[config.mk]
export PLATFORM = sky130hd
export DESIGN_NAME = mem_access_arbiter
export DESIGN_NICKNAME = d
export VERILOG_FILES = /design/src/rtl/pkg_cpu.sv /design/src/rtl/mem_arbiter_rr_pick.sv /design/src/rtl/mem_access_arbiter.sv
export SDC_FILE = /design/constraint.sdc
export NUM_CORES = 1
export LEC_CHECK = 0
export ABC_CLOCK_PERIOD_IN_PS = 4400
export CAP_MARGIN = 20
export CORE_MARGIN = 2
export CORE_UTILIZATION = 45
export DETAILED_ROUTE_END_ITERATION = 10
export PLACE_DENSITY_LB_ADDON = 0.12
export SLEW_MARGIN = 20
export SYNTH_ARGS = -nofsm -noshare
export SYNTH_HDL_FRONTEND = slang
export SYNTH_SLANG_ARGS = --single-unit
[constraint.sdc]
create_clock -name clk -period 4.4 [get_ports clk]
set_input_delay 0.88 -clock clk [delete_from_list [all_inputs] [get_ports clk]]
set_output_delay 0.88 -clock clk [all_outputs]
set_load 0.03 [all_outputs]
[src/rtl/pkg_cpu.sv]
// Shared CPU-side definitions: address width, access sizes, and the
// memory arbiter's state and port-select encodings.
`ifndef CPU_ADDR_WIDTH
`define CPU_ADDR_WIDTH 16
`endif

package pkg_cpu;

   localparam logic cpu_data_acc_sz_8  = 1'b0;
   localparam logic cpu_data_acc_sz_16 = 1'b1;

   localparam logic ARB_PORT_I = 1'b0;
   localparam logic ARB_PORT_D = 1'b1;

   typedef enum logic [1:0] {
      ARB_IDLE,
      ARB_BUSY,
      ARB_RECOVER
   } arb_state_t;

endpackage

[src/rtl/mem_arbiter_rr_pick.sv]
// Two-way round-robin picker: with both ports requesting, the port that
// was not granted last wins; a lone requester always wins.
module mem_arbiter_rr_pick
   import pkg_cpu::*;
(
   input  logic req_i,
   input  logic req_d,
   input  logic last_grant,
   output logic grant,
   output logic grant_valid
);

   always_comb begin
      grant       = ARB_PORT_D;
      grant_valid = req_i | req_d;
      if (req_i && req_d) begin
         grant = (last_grant == ARB_PORT_D) ? ARB_PORT_I : ARB_PORT_D;
      end else if (req_i) begin
         grant = ARB_PORT_I;
      end
   end

endmodule

[src/rtl/mem_access_arbiter.sv]
// Shares the single test memory between the fetch (I) and load/store (D)
// ports, with a per-transaction timeout so a stuck memory cannot hang the core.
module mem_access_arbiter
   import pkg_cpu::*;
#(
   parameter int TIMEOUT_CYCLES = 15
) (
   input  logic                       clk,
   input  logic                       rst,
   input  logic                       i_req,
   input  logic [`CPU_ADDR_WIDTH-1:0] i_addr,
   output logic                       i_ack,
   output logic                       i_err,
   output logic [15:0]                i_rdata,
   input  logic                       d_req,
   input  logic                       d_we,
   input  logic                       d_sz,
   input  logic [`CPU_ADDR_WIDTH-1:0] d_addr,
   input  logic [15:0]                d_wdata,
   output logic                       d_ack,
   output logic                       d_err,
   output logic [15:0]                d_rdata,
   output logic                       mem_req_rdwr,
   output logic [`CPU_ADDR_WIDTH-1:0] mem_addr,
   output logic                       mem_data_acc_sz,
   output logic [7:0]                 mem_wdata_8,
   output logic [15:0]                mem_wdata_16,
   output logic                       mem_we_8,
   output logic                       mem_we_16,
   input  logic [7:0]                 mem_rdata_8,
   input  logic [15:0]                mem_rdata_16,
   input  logic                       mem_data_ready
);

   localparam int CNT_W = $clog2(TIMEOUT_CYCLES + 1);
   localparam logic [CNT_W-1:0] CNT_MAX = CNT_W'(TIMEOUT_CYCLES);

   arb_state_t state, state_next;
   logic       last_grant;
   logic       grantee;
   logic [CNT_W-1:0] tmo_cnt;
   logic       pick_grant;
   logic       pick_valid;
   logic       do_grant;
   logic       do_done;
   logic       do_timeout;
   logic [15:0] rdata_cap;

   mem_arbiter_rr_pick u_rr_pick (
      .req_i       (i_req),
      .req_d       (d_req),
      .last_grant  (last_grant),
      .grant       (pick_grant),
      .grant_valid (pick_valid)
   );

   assign rdata_cap = (mem_data_acc_sz == cpu_data_acc_sz_16) ? mem_rdata_16
                                                              : {8'h00, mem_rdata_8};

   // A data_ready arriving on the expiry cycle still counts as a completion.
   always_comb begin
      state_next = state;
      do_grant   = 1'b0;
      do_done    = 1'b0;
      do_timeout = 1'b0;
      unique case (state)
         ARB_IDLE: begin
            if (pick_valid) begin
               do_grant   = 1'b1;
               state_next = ARB_BUSY;
            end
         end
         ARB_BUSY: begin
            if (mem_data_ready) begin
               do_done    = 1'b1;
               state_next = ARB_RECOVER;
            end else if (tmo_cnt == CNT_MAX) begin
               do_timeout = 1'b1;
               state_next = ARB_RECOVER;
            end
         end
         ARB_RECOVER: begin
            if (!mem_data_ready) begin
               state_next = ARB_IDLE;
            end
         end
         default: state_next = ARB_IDLE;
      endcase
   end

   always_ff @(posedge clk) begin
      if (rst) begin
         state <= ARB_IDLE;
      end else begin
         state <= state_next;
      end
   end

   // Memory-side request registers, timeout counter and per-port capture.
   always_ff @(posedge clk) begin
      if (rst) begin
         last_grant      <= ARB_PORT_I;
         grantee         <= ARB_PORT_I;
         tmo_cnt         <= '0;
         mem_req_rdwr    <= 1'b0;
         mem_addr        <= '0;
         mem_data_acc_sz <= 1'b0;
         mem_wdata_8     <= '0;
         mem_wdata_16    <= '0;
         mem_we_8        <= 1'b0;
         mem_we_16       <= 1'b0;
         i_ack           <= 1'b0;
         i_err           <= 1'b0;
         i_rdata         <= '0;
         d_ack           <= 1'b0;
         d_err           <= 1'b0;
         d_rdata         <= '0;
      end else begin
         i_ack <= 1'b0;
         i_err <= 1'b0;
         d_ack <= 1'b0;
         d_err <= 1'b0;

         if (do_grant) begin
            grantee      <= pick_grant;
            last_grant   <= pick_grant;
            tmo_cnt      <= '0;
            mem_req_rdwr <= 1'b1;
            if (pick_grant == ARB_PORT_I) begin
               mem_addr        <= i_addr;
               mem_data_acc_sz <= cpu_data_acc_sz_16;
               mem_wdata_8     <= '0;
               mem_wdata_16    <= '0;
               mem_we_8        <= 1'b0;
               mem_we_16       <= 1'b0;
            end else begin
               mem_addr        <= d_addr;
               mem_data_acc_sz <= d_sz;
               mem_wdata_8     <= d_wdata[7:0];
               mem_wdata_16    <= d_wdata;
               mem_we_8        <= d_we & (d_sz == cpu_data_acc_sz_8);
               mem_we_16       <= d_we & (d_sz == cpu_data_acc_sz_16);
            end
         end

         if (state == ARB_BUSY && !do_done && !do_timeout) begin
            tmo_cnt <= tmo_cnt + CNT_W'(1);
         end

         if (do_done || do_timeout) begin
            mem_req_rdwr <= 1'b0;
            mem_we_8     <= 1'b0;
            mem_we_16    <= 1'b0;
            if (grantee == ARB_PORT_I) begin
               i_ack <= 1'b1;
               i_err <= do_timeout;
               if (do_done) begin
                  i_rdata <= rdata_cap;
               end
            end else begin
               d_ack <= 1'b1;
               d_err <= do_timeout;
               if (do_done) begin
                  d_rdata <= rdata_cap;
               end
            end
         end
      end
   end

endmodule
* Word level (Yosys, flattened, before mapping)
Cells that the tools add are included.
** Word-level totals
- Output and inout bits :: 80
- Bits of input ports :: 79
- Logic and storage cells :: 69
- Flip-flop bits (word level) :: 87
** Operators by class
- Bitwise logic cells :: 6
- Add/sub/neg operators :: 1
- Equal/unequal tests :: 6
- Muxes and demuxes :: 25
- Reductions and logical operators :: 15
** Operator list (count)
- $mux 16 :: 3
- $mux 1 :: 14
- $reduce_and 3->1 :: 3
- $mux 2 :: 4
- $mux 4 :: 2
- $mux 8 :: 1
- $pmux 2 s3 :: 1
- $reduce_or 3->1 :: 2
- $add 4x1->4 const B :: 1
- $eq 4x4->1 const B :: 1
- $ne 2x2->1 const B :: 2
- $reduce_or 2->1 :: 2
- $logic_and 1x1->1 :: 3
- $ne 3x3->1 const B :: 1
- $not 1->1 :: 3
- $and 1x1->1 :: 2
- $eq 2x1->1 const B :: 1
- $eq 2x2->1 const B :: 1
- $logic_not 1->1 :: 2
- $logic_not 2->1 :: 1
- $reduce_bool 2->1 :: 1
- $logic_or 1x1->1 :: 1
- $or 1x1->1 :: 1

* Logic depth before layout (Yosys ltp)
Gate-level depths: netlist (run 1).
- Depth in word-level cells :: 7
- Mapped depth :: 6
- Depth with buffers taken out :: 4

* Hierarchy
A second synthesis (run 1) with hierarchy kept.
** Second synthesis, totals
- Cell total of the unflattened synthesis :: 363
- Area total of the unflattened synthesis :: 3214.3 um2
** Modules (own cells, without submodules)
- mem_access_arbiter :: times used 1, sequential area each 1581.5 um2, area each 3199.3 um2, cells each 360
- mem_arbiter_rr_pick :: times used 1, sequential area each 0.0 um2, area each 15.0 um2, cells each 3

* Least setup slack after synthesis (run 1)
No wires, ideal clock.
- Path kind :: input to register
- From :: input d_req
- To :: register mem_data_acc_sz
- Arrival :: 1.770 ns
- Setup time :: 0.132 ns
- Data required time :: 4.268 ns
- Setup slack :: 2.498 ns
- Cell stages on the path :: 5
- Buffers on the path :: 2
- Cells stage by stage :: buf_2 > clkinv_1 > clkbuf_1 > a2111oi_0 > nor3_1
** On the way
- Longest elaborated chain between the ends :: 3
- Elaborated cells on any way between the ends :: 6
- Classes of those cells :: mux: 4; bitwise: 1; reduce/logical: 1
** RTL lines
- from (decl) :: RTL line mem_access_arbiter.sv:15 : input logic d_req,
- $or 1x1->1 / $logic_and 1x1->1 (equally long branches) :: RTL line mem_arbiter_rr_pick.sv:15, mem_arbiter_rr_pick.sv:16
- $mux 1, on equally long branches :: RTL line mem_access_arbiter.sv:68, mem_arbiter_rr_pick.sv:16
- $mux 1, on equally long branches :: RTL line mem_access_arbiter.sv:66, mem_access_arbiter.sv:129
- to (signal assigned) :: RTL line mem_access_arbiter.sv:131 : mem_data_acc_sz <= cpu_data_acc_sz_16;
- to (signal assigned) :: RTL line mem_access_arbiter.sv:138 : mem_data_acc_sz <= d_sz;
- to (decl) :: RTL line mem_access_arbiter.sv:25 : output logic mem_data_acc_sz,
Several ways; a longest one is shown, not always the timed one.
A chain may end at the register's enable or synchronous reset.

* Worst setup path after layout (run 1)
- From :: input d_req
- To :: register mem_addr[13]
** On the way
- Longest elaborated chain between the ends :: 3
- Elaborated cells on any way between the ends :: 6
- Classes of those cells :: mux: 4; bitwise: 1; reduce/logical: 1
** RTL lines
- $or 1x1->1 / $logic_and 1x1->1 (equally long branches) :: RTL line mem_arbiter_rr_pick.sv:15, mem_arbiter_rr_pick.sv:16
- $mux 1, on equally long branches :: RTL line mem_access_arbiter.sv:68, mem_arbiter_rr_pick.sv:16
- $mux 1 / $mux 16 (equally long branches) :: RTL line mem_access_arbiter.sv:66, mem_access_arbiter.sv:129
- to (signal assigned) :: RTL line mem_access_arbiter.sv:130 : mem_addr <= i_addr;
- to (signal assigned) :: RTL line mem_access_arbiter.sv:137 : mem_addr <= d_addr;
- to (decl) :: RTL line mem_access_arbiter.sv:24 : output logic [`CPU_ADDR_WIDTH-1:0] mem_addr,
Several ways; a longest one is shown, not always the timed one.

==> metrics.csv, run 1 <==
stage,metric,value,unit
timing,fin_crit_sh,67.76,%
floorplanning,die_h,91.35,µm
setup_path,cp.arrival,3220,ps
floorplanning,core,7331,µm²
grt,grt_use_met3,7.552,%
place,numPortBuffers,158,
layout,multi_input_area,1589,µm²
yosys,synth_area_leader_cell,dfxtp_1,
clocking,htree_num_levels,3,
drt,drc_errors,0,
yosys,ys_ff_latch,79,
grt,grt.met1_usage,30.22,%
timing,slew_headroom,32.48,%
drt,wl,10020,µm
timing,timing.setup.tns,0,ps
setup_path,r2r_cells,3,
clocking,cts_tree,yes,
grt,busiest_layer,met2,
grt,grt_max_degree,46,
drt,drt_first_pass_iters,5,
clocking,cts_sinks,79,
layout,area_growth_syn_to_layout,50.26,%
floorplanning,die_w,91.35,µm
flow_run,cap_violations,0,
layout,drive_gt1_share,5.000,%
grt,grt_pass1_wl,16290,µm
clocking,postCtsHoldBufs,0,
yosys,synth_cell_types,46,
yosys,synth_compound_area_share,31.09,%
place,gp_congestion,0.8413,
setup_path,critical_path_class,in2reg,
yosys,synth_top_area_share,46.06,%
floorplanning,fp-row-count,31,
drt,vias_per_cell,5.607,
grt,met2_usage,38.64,%
timing,tightest_slew,1011,ps
place,hpwl,6728,µm
grt,grt-ovfl-total,0,
yosys,synth_fa_ha_area_share,0.3644,%
yosys,syn_inst,394,
timing,final-hold-violation-count,0,
yosys,synth_area,3433,µm²
clocking,cts_setup_buffers,0,
layout,postLayoutCoreUtil,70.37,%
yosys,synth_top_family_by_area,compound AO/OA/AOI/OAI gates,
grt,antenna_found_initial,0,
layout,regArea,1582,µm²
setup_path,end_kind,flop,
setup_path,path_cells,"clkdlybuf4s50_1, nor2b_1, o21ai_0, a311oi_1",
setup_path,rrSetupSlack,1990,ps
timing,finalSetupViolCount,0,
min_path,hold_class,reg2reg,
layout,final_cell_mix,"clkdlybuf4s50_1, dfxtp_1, a21oi_1",
drt,ant_nets,0,
layout,fin_cells,619,
layout,layout.nets,595,
yosys,synth-edff-count,0,
min_path,min_path_cells,2,
grt,grtUsageTotal,23.77,%
yosys,synth_xor_area_share,0.2551,%
power_and_ir_drop,power_density,359.9,nW/µm²
setup_path,slowest_delay,950,ps
yosys,async_reset_ff_share,0,%
drt,wl_per_cell,16.19,µm
clocking,cts_resized,0,
timing,period_needed,2981,ps
clocking,cts-root-buf,clkbuf_8,
layout,fillerInstances,578,
setup_path,critPathMaxFanout,21,
yosys,synth_warnings,0,
timing,rsz0062_at_grt,false,
timing,fin_skew,9.585,ps
floorplanning,die_area,8344,µm²
drt,dr_total_vias,3471,
power_and_ir_drop,power_leakage,1.694,nW
clocking,clock_latency,340,ps
yosys,syn_area_per_cell,8.714,µm²
place,dp.cells,603,
yosys,syn-num-nets,474,
timing,fmax,0.3354,GHz
timing,final_max_slew_viol_count,0,
yosys,synth_area_leaders,"dfxtp_1, a21oi_1, o21ai_0, a311oi_1, o2111ai_1",
yosys,ys.flop_type,dfxtp_1,
yosys,synthSimpleGateAreaFrac,11.81,%
clocking,cts_buffers,9,
setup_path,critPathRequiredTime,4640,ps
layout,final_common_cell,clkdlybuf4s50_1,
grt,first_global_vias,3307,
setup_path,start_kind,input port,
drt,dr.first_iter.drc_count,288,
setup_path,cp_slowest_cell,clkdlybuf4s50_1,
yosys,ys_seq_area_share,46.06,%
layout,diodes,0,
power_and_ir_drop,max-vdd-ir-drop,217.6,µV
clocking,cts.path.max_buffers,2,
floorplanning,initial_core_util,46.83,%
outcome,status,"complete, no violations",
floorplanning,io_pins,159,
yosys,synth_mux_area_share,2.332,%
clocking,path_clk_slew,80,ps
[logic make-up (layout without fill, tap and decap cells)]
family | Yosys count | in the layout
xor gates and xnor gates | 1 | 1
muxes | 8 | 8
DFF | 79 | 79
buffers and inverters | 58 | 184
adders and majority gates | 1 | 1
and+or+nand+nor | 82 | 82
AOI/OAI and AO/OA | 165 | 165
[metrics by stage]
| step | setup slack, ps | area [µm²] | hold WS (ps) | total power [mW] |
|---|---|---|---|---|
| 5_1_grt | 1279 | 5159 | 477.6 | 1.935 |
| 2_1_floorplan | 2498 | 3433 | 474.4 | 1.062 |
| 3_3_place_gp | 1188 | 4927 | 442.8 | 1.246 |
| 6_report | 1419 | 5159 | 455.3 | 1.856 |
| 4_1_cts | 1464 | 5159 | 459.1 | 1.865 |
| 3_5_place_dp | 1103 | 4927 | 448.9 | 1.253 |
[worst max-delay path: cells and delay by family]
kind	cells	cell delay [ps]
AOI/OAI and AO/OA	2	510
and+or+nand+nor	1	860
buffers and inverters	1	950
[state kept, by name, indices dropped and copies added (netlist names)]
name and flops:
mem_we_8 1, mem_we_16 1, mem_wdata_8 7, grantee 1, d_ack 1, mem_req_rdwr 1, mem_wdata_16 9, i_ack 1
i_err 1, i_rdata 16, mem_addr 16, d_rdata 16, tmo_cnt 4, d_err 1, mem_data_acc_sz 1, state 2
[cell usage after synthesis (2+ instances only)]
| cell type | count |
|---|---|
| buf_2 | 14 |
| o221ai_1 | 3 |
| a211oi_1 | 16 |
| nand2_1 | 18 |
| mux2i_1 | 8 |
| o211ai_1 | 16 |
| nand3_1 | 19 |
| nor2_1 | 22 |
| o21ai_0 | 34 |
| buf_1 | 4 |
| dfxtp_1 | 79 |
| a311oi_1 | 16 |
| or3_1 | 2 |
| buf_4 | 9 |
| o2111ai_1 | 16 |
| a31oi_1 | 2 |
| nor4_1 | 3 |
| nor3_1 | 3 |
| clkbuf_1 | 24 |
| a21oi_1 | 55 |
| nor2_2 | 2 |
| inv_1 | 3 |
| a2111o_1 | 2 |
| clkinv_1 | 2 |
[worst paths after layout]
kind | start | end
worst max-delay path | d_req | mem_addr[13]
worst min-delay path | d_rdata[12] | d_rdata[12]
worst max register to register | grantee | mem_wdata_8[0]
worst min register to register | d_rdata[12] | d_rdata[12]
[metal layers]
metal | wire [µm] | part of all wire (%)
met5 | 0 | 0
met4 | 95 | 0.95
met3 | 812 | 8.1
met2 | 4892 | 49
met1 | 4220 | 42
[report_power, final]
group,switching (mW),leakage [nW],total (mW),internal (mW)
clock network,0.266,0.113,0.619,0.353
logic,0.247,0.935,0.442,0.195
registers,0.0358,0.645,0.795,0.759
total,0.549,1.69,1.86,1.31
[layout make-up]
class	count	share of cell area, %
tap	99	2.401
inverter	5	0.3638
timing repair buffer	163	31.29
clock buffer	12	3.008
sequential	79	30.66
multi-input combinational	257	30.80
clock inverter	4	1.480
(Power assumes the default switching activity.)
==> run 2, diff against run 1 <==
--- a/config.mk
+++ b/config.mk
@@ -5,10 +5,10 @@
 export SDC_FILE = /design/constraint.sdc
 export NUM_CORES = 1
 export LEC_CHECK = 0
-export ABC_CLOCK_PERIOD_IN_PS = 4400
+export ABC_CLOCK_PERIOD_IN_PS = 2800
 export CAP_MARGIN = 20
 export CORE_MARGIN = 2
-export CORE_UTILIZATION = 45
+export CORE_UTILIZATION = 41
 export DETAILED_ROUTE_END_ITERATION = 10
 export PLACE_DENSITY_LB_ADDON = 0.12
 export SLEW_MARGIN = 20
==> constraint.sdc (replaced) <==
create_clock -name clk -period 2.8 [get_ports clk]
set_input_delay 0.56 -clock clk [delete_from_list [all_inputs] [get_ports clk]]
set_output_delay 0.56 -clock clk [all_outputs]
set_load 0.03 [all_outputs]
==> run 2 against run 1 <==
Compared with the run above:
- first-iteration DRC count down 30%
- global-route usage down 1.2 points
- design area up 1.3%
- combinational power up 62%
- count of clock-buffer cells in the layout down 1
- total power up 56%
- cell count up 2.4%
- register-to-register slack worse by 1300 ps
- largest power group unchanged
- highest routed layer unchanged
==> metrics.csv, run 2 (synthesis gave the netlist of run 1 again) <==
stage,metric,value,unit,change
grt,antenna_found_initial,0,,unchanged
power_and_ir_drop,power_density,554.9,nW/µm²,+54%
timing,final-hold-violation-count,0,,unchanged
setup_path,cp_slowest_cell,nor2_2,,
layout,multi_input_area,1589,µm²,unchanged
layout,fillerInstances,730,,+26%
layout,regArea,1582,µm²,unchanged
layout,final_cell_mix,"clkdlybuf4s50_1, dfxtp_1, a21oi_1",,
setup_path,cp.arrival,2240,ps,-980 ps
layout,final_common_cell,clkdlybuf4s50_1,,
clocking,cts_setup_buffers,0,,unchanged
layout,final_area,5225,µm²,+1.3%
drt,vias_per_cell,5.604,,about the same
place,hpwl,7163,µm,+6.5%
layout,diodes,0,,unchanged
timing,fmax,0.4852,GHz,
min_path,min_path_cells,2,,unchanged
drt,wl_per_cell,16.35,µm,+1.0%
drt,ant_nets,0,,unchanged
setup_path,path_delay_family,simple AND/OR/NAND/NOR gates,,
place,place_area,5002,µm²,+1.5%
setup_path,r2r-start,state[1],,
timing,tightest_slew,670.2,ps,-341.2 ps
floorplanning,fp-row-count,33,,+6.5%
grt,grt_max_degree,35,,-24%
outcome,status,"complete, no violations",,
timing,final_max_slew_viol_count,0,,unchanged
timing,finalSetupViolCount,0,,unchanged
setup_path,startpoint,state[1],,
min_path,hold_path.startpoint,i_rdata[14],,
power_and_ir_drop,power_leakage,1.735,nW,+2.4%
clocking,postCtsHoldBufs,0,,unchanged
setup_path,r2r_cells,4,,+1
timing,period_needed,2061,ps,
place,gp_congestion,0.8395,,-0.21%
clocking,cts_sinks,79,,unchanged
setup_path,critical_path_class,reg2reg,,
floorplanning,die_h,95.51,µm,+4.6%
timing,whs,454.2,ps,-1.181 ps
floorplanning,initial_core_util,42.00,%,-4.8 points
clocking,cts.path.max_buffers,2,,unchanged
clocking,htree_num_levels,3,,unchanged
layout,drive_gt1_share,6.616,%,+1.6 points
flow_run,cap_violations,0,,unchanged
drt,dr_total_vias,3553,,+2.4%
timing,slew_headroom,55.27,%,+23 points
drt,wl,10370,µm,+3.5%
setup_path,critPathMaxFanout,16,,-24%
grt,grt_pass1_wl,16260,µm,-0.21%
min_path,hold_class,reg2reg,,
grt,grt-ovfl-total,0,,unchanged
place,numPortBuffers,158,,unchanged
drt,drc_errors,0,,unchanged
setup_path,end_kind,flop,,
floorplanning,die_area,9122,µm²,+9.3%
setup_path,critPathRequiredTime,2980,ps,-1660 ps
setup_path,path_cells,"or2_1, buf_4, nor2_2, a311oi_1",,
timing,fin_skew,5.989,ps,-3.596 ps
setup_path,start_kind,flop,,
grt,grtUsageTotal,22.58,%,-1.2 points
timing,timing.setup.tns,0,ps,unchanged
setup_path,rrSetupSlack,740,ps,-1250 ps
power_and_ir_drop,max-vdd-ir-drop,315.9,µV,+45%
clocking,clock_latency,340,ps,about the same
clocking,cts-root-buf,clkbuf_8,,
floorplanning,die_w,95.51,µm,+4.6%
drt,drt_first_pass_iters,4,,-1
clocking,cts_tree,yes,,
setup_path,worst-path-buf-inv,1,,unchanged
grt,first_global_vias,3408,,+3.1%
clocking,path_clk_slew,80,ps,about the same
drt,dr.first_iter.drc_count,202,,-30%
setup_path,slowest_delay,540,ps,-410 ps
layout,area_growth_syn_to_layout,52.19,%,
layout,layout.nets,604,,+1.5%
timing,fin_crit_sh,73.60,%,
timing,rsz0062_at_grt,false,,
layout,reg_top3,"d_rdata x16, i_rdata x16, mem_addr x16",,
clocking,cts_resized,0,,unchanged
setup_path,cp_num_cells,4,,unchanged
floorplanning,core,8175,µm²,+12%
floorplanning,io_pins,159,,unchanged
layout,postLayoutCoreUtil,63.91,%,-6.5 points
clocking,cts_buffers,9,,unchanged
run 2: cell types whose count changed in the layout (fill, tap and decap cells not counted), sizes merged:
cell,change
buf,+9
clkbuf,-1
clkinv,+2
inv,-1
run 2: through the flow:
step | power [mW] | setup WS [ps] | instances
3_3_place_gp | 1.974 | 680.3 | 618
6_report | 2.899 | 739.1 | 634
4_1_cts | 2.925 | 759.3 | 634
5_1_grt | 3.032 | 580.5 | 634
3_5_place_dp | 1.987 | 604.7 | 618
2_1_floorplan | 1.669 | 1218 | 394
run 2: where the power goes:
group | total (mW) | switching (mW) | internal [mW]
logic | 0.718 | 0.400 | 0.318
clock network | 0.937 | 0.410 | 0.527
registers | 1.24 | 0.0519 | 1.19
run 2: worst min-delay path, stage by stage (launching register included):
cell and delay [ps]:
dfxtp_1 310, nand2_1 50, a21oi_1 50
run 2: layout make-up:
| cell class | count | share of cell area, % |
|---|---|---|
| repair buffers | 172 | 32.18 |
| inverters | 5 | 0.3592 |
| clock buffers | 11 | 2.706 |
| clock inverters | 5 | 1.557 |
| flip-flops and latches | 79 | 30.27 |
| well taps | 105 | 2.514 |
| multi-input cells | 257 | 30.41 |
run 2: path summary, 6_finish.rpt:
kind	to
max	mem_addr[11]
min	i_rdata[14]
max reg2reg	mem_addr[11]
min reg2reg	i_rdata[14]
run 2: layer usage:
layer  track usage [%]  part of all wire [%]  routed length [µm]
met1             27.95                    42                4370
met5                 0                     0                   0
met3             6.008                   8.6                 892
met2             38.09                    48                4960
met4             7.619                   1.4                 145
==> run 3, diff against run 2 <==
--- a/config.mk
+++ b/config.mk
@@ -5,10 +5,10 @@
 export SDC_FILE = /design/constraint.sdc
 export NUM_CORES = 1
 export LEC_CHECK = 0
-export ABC_CLOCK_PERIOD_IN_PS = 2800
+export ABC_CLOCK_PERIOD_IN_PS = 1800
 export CAP_MARGIN = 20
 export CORE_MARGIN = 2
-export CORE_UTILIZATION = 41
+export CORE_UTILIZATION = 37
 export DETAILED_ROUTE_END_ITERATION = 10
 export PLACE_DENSITY_LB_ADDON = 0.12
 export SLEW_MARGIN = 20
==> constraint.sdc (replaced) <==
create_clock -name clk -period 1.8 [get_ports clk]
set_input_delay 0.36 -clock clk [delete_from_list [all_inputs] [get_ports clk]]
set_output_delay 0.36 -clock clk [all_outputs]
set_load 0.03 [all_outputs]
==> run 3 against run 2 <==
Compared with the run above:
- clock skew increased by 8.3 ps
- design area increased by 3.8%
- worst hold slack got worse by 12 ps
- utilization fell by 4.4 points
- non-clock buffer count is 14 higher
- sequential cell count is the same
- clock power rose by 46%
- critical path type is now reg2out
- critical endpoint is now mem_wdata_8[2]
- largest cell class unchanged
==> metrics.csv, run 3 (synthesis gave the netlist of run 1 again) <==
stage,metric,value,unit,change
floorplanning,die_h,100.3,µm,+5.0%
min_path,hold_class,in2reg,,
clocking,cts.path.max_buffers,2,,unchanged
layout,fin_cells,653,,+3.0%
timing,slew_headroom,69.92,%,+15 points
setup_path,path_cells,clkdlybuf4s50_1,,
timing,final_max_slew_viol_count,0,,unchanged
layout,final_common_cell,clkdlybuf4s50_1,,
layout,layout.nets,618,,+2.3%
layout,final_cell_mix,"clkdlybuf4s50_1, dfxtp_1, a21oi_1",,
timing,final-hold-violation-count,0,,unchanged
layout,multi_input_area,1595,µm²,+0.39%
floorplanning,io_pins,159,,unchanged
setup_path,start_kind,flop,,
floorplanning,die_area,10070,µm²,+10%
drt,vias_per_cell,5.469,,-2.4%
layout,diodes,0,,unchanged
drt,dr.first_iter.drc_count,127,,-37%
outcome,status,"complete, no violations",,
clocking,clock_latency,340,ps,about the same
drt,wl_per_cell,16.36,µm,about the same
clocking,postCtsHoldBufs,0,,unchanged
setup_path,critPathMaxFanout,3,,-13
place,dp.cells,638,,+3.2%
timing,setup_ws,50.38,ps,-688.8 ps
timing,rsz0062_at_grt,false,,
clocking,cts_buffers,9,,unchanged
timing,whs,442.0,ps,-12.15 ps
grt,grt-ovfl-total,0,,unchanged
setup_path,critPathRequiredTime,1440,ps,-1540 ps
clocking,path_clk_slew,90,ps,about the same
drt,dr_total_vias,3571,,+0.51%
grt,grt_max_degree,37,,+5.7%
setup_path,slowest_delay,680,ps,+140 ps
place,hpwl,7462,µm,+4.2%
power_and_ir_drop,power_leakage,2.081,nW,+20%
grt,grtUsageTotal,21.14,%,-1.4 points
setup_path,path_delay_family,buffers and inverters,,
setup_path,startpoint,mem_wdata_8[2],,
grt,grt_pass1_wl,17110,µm,+5.2%
layout,reg_top3,"d_rdata x16, i_rdata x16, mem_addr x16",,
place,gp_congestion,0.8424,,+0.35%
drt,ant_nets,0,,unchanged
grt,antenna_found_initial,0,,unchanged
setup_path,critical_path_class,reg2out,,
setup_path,r2r-start,state[1],,
setup_path,worst-path-buf-inv,1,,unchanged
flow_run,cap_violations,0,,unchanged
timing,fin_skew,14.30,ps,+8.314 ps
timing,finalSetupViolCount,0,,unchanged
power_and_ir_drop,power_density,826.2,nW/µm²,+49%
layout,fillerInstances,825,,+13%
timing,fmax,0.5716,GHz,
setup_path,end_kind,primary output,,
floorplanning,initial_core_util,37.69,%,-4.3 points
setup_path,cp_slowest_cell,clkdlybuf4s50_1,,
min_path,hold_path.startpoint,rst,,
layout,regArea,1582,µm²,unchanged
setup_path,cp.arrival,1390,ps,-850 ps
place,numPortBuffers,158,,unchanged
clocking,cts_sinks,79,,unchanged
layout,drive_gt1_share,9.225,%,+2.6 points
power_and_ir_drop,total_power,4.480,mW,+55%
layout,area_growth_syn_to_layout,57.94,%,
clocking,cts-root-buf,clkbuf_8,,
floorplanning,die_w,100.3,µm,+5.0%
power_and_ir_drop,max-vdd-ir-drop,410.4,µV,+30%
place,dp_slack,-98.79,ps,-703.5 ps
drt,wl,10680,µm,+3.0%
timing,tightest_slew,450.6,ps,-219.6 ps
timing,period_needed,1750,ps,
drt,drc_errors,0,,unchanged
clocking,cts_tree,yes,,
layout,postLayoutCoreUtil,59.53,%,-4.4 points
drt,drt_first_pass_iters,4,,unchanged
grt,first_global_vias,3513,,+3.1%
floorplanning,core,9109,µm²,+11%
timing,fin_crit_sh,97.20,%,
floorplanning,fp-row-count,35,,+6.1%
clocking,htree_num_levels,3,,unchanged
[run 3: cell types whose count changed in the layout (fill, tap and decap cells not counted), sizes merged]
| cell | change |
|---|---|
| buf | +15 |
| bufinv | -1 |
| clkdlybuf4s50 | -16 |
| clkinv | -1 |
| clkinvlp | -1 |
| dlymetal6s2s | +15 |
| inv | +2 |
[run 3: report_power, final]
| group | switching, mW | internal (mW) |
|---|---|---|
| clock | 0.654 | 0.718 |
| combinational | 0.636 | 0.539 |
| sequential | 0.0774 | 1.86 |
| total | 1.37 | 3.11 |
[run 3: final timing paths]
check                     to  slack [ps]  depth (start not counted)
max reg2reg  mem_data_acc_sz         250                          4
min                 state[0]         440                          2
max           mem_wdata_8[2]          50                          1
min reg2reg       d_rdata[8]         460                          2
[run 3: final cells by class]
cell class / count / share of cell area [%]
timing repair buffer: 186 / 34.75
multi-input combinational: 257 / 29.42
sequential: 79 / 29.16
clock buffer: 11 / 2.792
tap: 111 / 2.561
clock inverter: 4 / 0.9691
inverter: 5 / 0.3461
[run 3: per-stage QoR]
step | cell area, µm² | setup TNS (ps)
detailed placement | 5175 | -1577
global placement | 5175 | -434.3
global route | 5423 | 0
floorplan | 3433 | 0
finish | 5423 | 0
CTS | 5379 | 0
[run 3: per-layer routing]
| layer | track usage, % | part of all wire [%] |
|---|---|---|
| met1 | 26.88 | 44 |
| met2 | 34.07 | 47 |
| met3 | 6.267 | 7.3 |
| met4 | 7.587 | 2.0 |
| met5 | 0 | 0 |
[run 3: repair_timing]
item                       in CTS  in global routing
setup buffers                   0                  0
gates resized for setup         0                 17
setup endpoints to repair       0                 27
